==> src/rtl/unified_mem_arbiter_pkg.sv <==
// rtl/unified_mem_arbiter_pkg.sv - shared encodings for the unified memory arbiter
package unified_mem_arbiter_pkg;

   localparam int CPU_ADDR_W = 16;
   localparam int CPU_DATA_W = 16;

   localparam logic [1:0] IDLE    = 2'd0;
   localparam logic [1:0] BUSY_I  = 2'd1;
   localparam logic [1:0] BUSY_D  = 2'd2;
   localparam logic [1:0] DRAIN_I = 2'd3;

   localparam logic OWN_I = 1'b0;
   localparam logic OWN_D = 1'b1;

endpackage

==> src/rtl/arb_timeout_counter.sv <==
// rtl/arb_timeout_counter.sv - watchdog counter flagging the last permitted wait cycle
module arb_timeout_counter #(
   parameter int TIMEOUT = 64
) (
   input  logic clk,
   input  logic rst_n,
   input  logic clr_i,
   input  logic en_i,
   output logic tc_o
);

   localparam int CW = (TIMEOUT > 1) ? $clog2(TIMEOUT) : 1;
   localparam logic [CW-1:0] LAST = CW'(TIMEOUT - 1);

   logic [CW-1:0] cnt_q, cnt_d;

   always_comb begin
      cnt_d = cnt_q;
      if (clr_i)
         cnt_d = '0;
      else if (en_i)
         cnt_d = cnt_q + CW'(1);
   end

   always_ff @(posedge clk or negedge rst_n) begin
      if (!rst_n)
         cnt_q <= '0;
      else
         cnt_q <= cnt_d;
   end

   assign tc_o = (cnt_q == LAST);

endmodule

==> src/rtl/unified_mem_arbiter.sv <==
// rtl/unified_mem_arbiter.sv - serialises IF fetches and MEM loads/stores onto one memory port
module unified_mem_arbiter
   import unified_mem_arbiter_pkg::*;
#(
   parameter int ADDR_W     = CPU_ADDR_W,
   parameter int DATA_W     = CPU_DATA_W,
   parameter int TIMEOUT    = 64,
   parameter int STARVE_MAX = 4
) (
   input  logic              clk,
   input  logic              rst_n,
   input  logic              if_req,
   input  logic [ADDR_W-1:0] if_addr,
   input  logic              if_flush,
   output logic [DATA_W-1:0] if_rdata,
   output logic              if_valid,
   input  logic              d_req,
   input  logic              d_we,
   input  logic [ADDR_W-1:0] d_addr,
   input  logic [DATA_W-1:0] d_wdata,
   output logic [DATA_W-1:0] d_rdata,
   output logic              d_valid,
   output logic              stall_if,
   output logic              stall_mem,
   output logic              mem_req,
   output logic              mem_we,
   output logic [ADDR_W-1:0] mem_addr,
   output logic [DATA_W-1:0] mem_wdata,
   input  logic [DATA_W-1:0] mem_rdata,
   input  logic              mem_ack,
   output logic              mem_err
);

   localparam int SW = $clog2(STARVE_MAX + 1);
   localparam logic [SW-1:0] STARVE_LIM = SW'(STARVE_MAX);

   logic [1:0]        state_q, state_d;
   logic [SW-1:0]     starve_q, starve_d;
   logic              mem_req_q, mem_req_d;
   logic              mem_we_q, mem_we_d;
   logic [ADDR_W-1:0] mem_addr_q, mem_addr_d;
   logic [DATA_W-1:0] mem_wdata_q, mem_wdata_d;
   logic              mem_err_q, mem_err_d;

   logic busy, tc, timeout, force_i, grant_d, grant_i, owner;

   assign busy    = (state_q != IDLE);
   assign timeout = busy && tc && !mem_ack;
   // A fetch starved for STARVE_MAX data grants overtakes the next data request.
   assign force_i = if_req && !if_flush && (starve_q == STARVE_LIM);
   assign grant_d = (state_q == IDLE) && d_req && !force_i;
   assign grant_i = (state_q == IDLE) && !grant_d && if_req && !if_flush;
   assign owner   = grant_d ? OWN_D : OWN_I;

   arb_timeout_counter #(.TIMEOUT(TIMEOUT)) u_timeout (
      .clk   (clk),
      .rst_n (rst_n),
      .clr_i (grant_d || grant_i),
      .en_i  (busy && !mem_ack),
      .tc_o  (tc)
   );

   always_comb begin
      state_d     = state_q;
      starve_d    = starve_q;
      mem_req_d   = mem_req_q;
      mem_we_d    = mem_we_q;
      mem_addr_d  = mem_addr_q;
      mem_wdata_d = mem_wdata_q;
      mem_err_d   = 1'b0;
      case (state_q)
         IDLE: begin
            if (grant_d || grant_i) begin
               mem_req_d  = 1'b1;
               mem_addr_d = (owner == OWN_D) ? d_addr : if_addr;
               mem_we_d   = (owner == OWN_D) ? d_we : 1'b0;
            end
            if (grant_d) begin
               state_d     = BUSY_D;
               mem_wdata_d = d_wdata;
               if (!if_req)
                  starve_d = '0;
               else if (starve_q != STARVE_LIM)
                  starve_d = starve_q + SW'(1);
            end else if (grant_i) begin
               state_d  = BUSY_I;
               starve_d = '0;
            end
         end
         BUSY_I: begin
            if (mem_ack) begin
               state_d   = IDLE;
               mem_req_d = 1'b0;
            end else if (if_flush) begin
               state_d = DRAIN_I;
            end
         end
         default: begin
            if (mem_ack) begin
               state_d   = IDLE;
               mem_req_d = 1'b0;
            end
         end
      endcase
      if (timeout) begin
         state_d   = IDLE;
         mem_req_d = 1'b0;
         mem_err_d = 1'b1;
      end
   end

   always_ff @(posedge clk or negedge rst_n) begin
      if (!rst_n) begin
         state_q     <= IDLE;
         starve_q    <= '0;
         mem_req_q   <= 1'b0;
         mem_we_q    <= 1'b0;
         mem_addr_q  <= '0;
         mem_wdata_q <= '0;
         mem_err_q   <= 1'b0;
      end else begin
         state_q     <= state_d;
         starve_q    <= starve_d;
         mem_req_q   <= mem_req_d;
         mem_we_q    <= mem_we_d;
         mem_addr_q  <= mem_addr_d;
         mem_wdata_q <= mem_wdata_d;
         mem_err_q   <= mem_err_d;
      end
   end

   assign d_valid   = rst_n && (state_q == BUSY_D) && mem_ack;
   assign if_valid  = rst_n && (state_q == BUSY_I) && mem_ack && !if_flush;
   assign d_rdata   = d_valid ? mem_rdata : '0;
   assign if_rdata  = if_valid ? mem_rdata : '0;
   assign stall_if  = rst_n && if_req && !if_valid;
   assign stall_mem = rst_n && d_req && !d_valid;

   assign mem_req   = mem_req_q;
   assign mem_we    = mem_we_q;
   assign mem_addr  = mem_addr_q;
   assign mem_wdata = mem_wdata_q;
   assign mem_err   = mem_err_q;

endmodule

==> config.mk <==
export PLATFORM = sky130hd
export DESIGN_NAME = unified_mem_arbiter
export DESIGN_NICKNAME = d
export VERILOG_FILES = /design/src/rtl/unified_mem_arbiter_pkg.sv /design/src/rtl/arb_timeout_counter.sv /design/src/rtl/unified_mem_arbiter.sv
export SDC_FILE = /design/constraint.sdc
export NUM_CORES = 1
export LEC_CHECK = 0
export CAP_MARGIN = 25
export CORE_MARGIN = 1.5
export CORE_UTILIZATION = 33
export CTS_BUF_LIST = sky130_fd_sc_hd__clkbuf_16
export CTS_CLUSTER_SIZE = 14
export DETAILED_ROUTE_END_ITERATION = 10
export PLACE_DENSITY = 0.76
export SYNTH_ARGS = -nofsm -noshare
export SYNTH_HDL_FRONTEND = slang
export SYNTH_SLANG_ARGS = --single-unit
==> constraint.sdc <==
create_clock -name clk -period 1.61 [get_ports clk]
set_input_delay 0.322 -clock clk [delete_from_list [all_inputs] [get_ports clk]]
set_output_delay 0.322 -clock clk [all_outputs]
set_load 0.03 [all_outputs]
==> out/metrics.cfg <==
[sta]
period_share_pct=116.3
worst_slack_ns=-0.2631
fmax_mhz=533.9
slew_headroom_pct=61.25
worst_pin_slew_ns=0.5813
fin_crit_ns=1.873
finClkSkew_ns=0.004687
rsz0062_at_grt=true
slew_viol_final=0
setup_violations=35
hold_violations=0

[worst_setup_path]
cp_slowest_cell=dfrtp_1
cp.arrival_ns=1.55
critPathMaxStageDelay_ns=0.41
crit_path_end_kind=primary output
rrSetupSlack_ns=0.07
crit_type=reg2out
critical-path-top-delay-family=simple AND/OR/NAND/NOR gates
cp_max_fo=9
cp.required_ns=1.29
r2r-start=state_q[1]$_DFFE_PN0P_
critPathLaunch=state_q[1]$_DFFE_PN0P_
r2r_cells=7
worstSetupStartpointType=flop
crit_chain=nor4b_4, buf_6, and2_2, buf_6
rr_endpoint=state_q[0]$_DFFE_PN0P_
crit_buf_inv=2
crit_top_cell=buf_6

[detailed_routing]
vias=2418
dr.pass1.iters=4
vias_per_cell=4.704
detail-route-antenna-nets=0
routedWlPerCell_um=13.71
drt_iter0_drc=86
route.detailed.drc=0
wirelength_mm=7.046

[flow_run]
maxCapViolCount=0

[place]
place.gp.congestion=0.6968
place_hpwl_mm=5.030
preCtsSetupSlack_ns=-0.5566
place_area_sq_mm=0.003886
port_buffers=141

[logic_synthesis]
syn_area_sq_mm=0.002297
yosysTopAreaCell=dfrtp_1
ys_ff_latch=46
synth_ff_type=dfrtp_1
ys_async_sr_fraction_pct=100.0
syn_nets=339
netlist-cell-type-count=31
yosysSeqAreaShare_pct=50.11
synth_most_common_cell=nand2_1
synth.top_cell.area_share_pct=50.11
synthCells=265
synth-warning-count=0
synth_edf_count=0
synth_area_leaders=dfrtp_1 (50%), nand2_1 (12%), and2_1 (9.5%)
syn_avg_cell_area_sq_um=8.669
netlist_top_cells_count=nand2_1 (73), dfrtp_1 (46), a21oi_1 (36)

[cts]
cts_max_path_buffers=2
clkSinkCount=46
htree_levels=2
cts_tree=built
clk_latency_ns=0.28
clkTransAtPathRegs_ns=0.06
cts_made_buffers=5
root_buffer=clkbuf_16

[layout]
final_cell_area_sq_mm=0.004274
regArea_sq_mm=0.001151
layout-area-overhead-vs-synth_pct=86.06
drive_above_1_share_pct=25.81
num_antenna_cells=0
nNetsFinal=508
multiInputGateArea_sq_mm=0.001146
fillers=572

[global_routing]
grt_pass1_wl_mm=11.23
gr-total-overflow=0
grt_start_max_net_pins=45
grt.total_usage_pct=19.03
grt_pass1_vias=2394
antenna_found_initial=0

[floorplan]
fp.dieW_um=86.44
start_util_pct=34.00
core_sq_mm=0.006756
die_area_sq_mm=0.007471
io_pins=142
die_height_um=86.44
rows=30

[worst_hold_path]
min_path_type=in2async

[outcome]
status=complete, but fails checks
violations=setup timing

[pwr]
p_leak_nw=2.084
p_per_area_mw_per_mm2=1552
ir_drop_uv=898.2
power_mw=6.632

==> cells by family (layout without fill, tap and decap cells) <==
| logic type | count (synthesis) | in the layout | synth area share [%] |
|---|---|---|---|
| buffers and inverters | 15 | 184 | 3.813 |
| flip-flops | 46 | 46 | 50.11 |
| multiplexers | 2 | 2 | 0.8715 |
| AND/OR/NAND/NOR | 145 | 145 | 30.17 |
| adder cells (fa/ha/maj) | 3 | 3 | 1.634 |
| XOR/XNOR | 3 | 3 | 1.144 |
| AO/OA/AOI/OAI | 51 | 51 | 12.25 |
==> stage by stage <==
| step | hold WS (ns) | utilization, % | setup TNS (ns) | cells |
|---|---|---|---|---|
| after floorplan | 0.02641 | - | 0 | 265 |
| after global placement | 0.2235 | 57.52 | -24.02 | 500 |
| after detailed placement | 0.2304 | 57.52 | -26.05 | 500 |
| after CTS | 0.2949 | 60.61 | -5.855 | 509 |
| after global routing | 0.3327 | 63.26 | -10.11 | 514 |
| final | 0.2778 | 63.26 | -7.260 | 514 |
==> timing repair <==
item,CTS,global route
setup endpoints to repair,95,65
buffers inserted,0,5
resized for setup,64,48
pin swaps,1,12
hold buffers,1,0
cloned,1,0
endpoints found under the hold margin,2,0
==> layout by cell type, fill, tap and decap left out, types with 2 or more instances in the layout <==
cell             synthesis  final
a21oi_1                 36     35
and2_1                  35     11
and2_2                   0     15
and2_4                   0      9
buf_12                   0      2
buf_4                    1     26
buf_6                    2     41
clkbuf_16                0      5
clkdlybuf4s50_1          0     67
dfrtp_1                 46     46
dlygate4sd2_1            0     36
ha_1                     3      3
inv_1                    2      2
mux2i_1                  2      2
nand2_1                 73     72
nand3_1                  6      6
nor2_1                  21     20
o21ai_0                  7      7
xor2_1                   2      2
==> worst register-to-register path: stages, from the launching register on <==
cell,delay (ns)
dfrtp_1,0.41
buf_4,0.15
buf_4,0.14
nor2_4,0.13
nand3_1,0.19
buf_12,0.21
a21oi_1,0.14
nor2_1,0.05
==> where the power goes <==
part | switching (mW) | internal, mW
clock | 0.416 | 0.718
sequential | 0.278 | 1.65
combinational | 2.11 | 1.46
total | 2.80 | 3.83
==> sequential cells by signal, indices dropped and copies added (netlist names) <==
signal / count
mem_addr: 16
mem_err: 1
mem_req: 1
mem_wdata: 16
mem_we: 1
starve_q: 3
state_q: 2
u_timeout.cnt_q: 6
==> cell type report <==
cell class	count	area share [%]
Clock inverter	2	0.7904
Clock buffer	5	2.927
Tap cell	80	2.342
Inverter	2	0.1756
Sequential cell	46	26.93
Multi-Input combinational cell	204	26.82
Timing Repair Buffer	175	40.02
==> layer usage <==
metal	track usage (%)	vias up	wire length, um
li1	-	1204	-
met1	22.64	1116	2783
met2	33.52	87	3668
met3	5.238	11	493
met4	5.572	0	101
met5	0	-	0
==> worst max-delay path by stage <==
stage,end,cells after the start
finish,if_rdata[8],4
global route,if_rdata[11],4
CTS,if_rdata[15],4
detailed placement,stall_if,5
global placement,stall_if,5
floorplan,if_rdata[10],3
No activity file was read; power rests on OpenSTA's default activity.
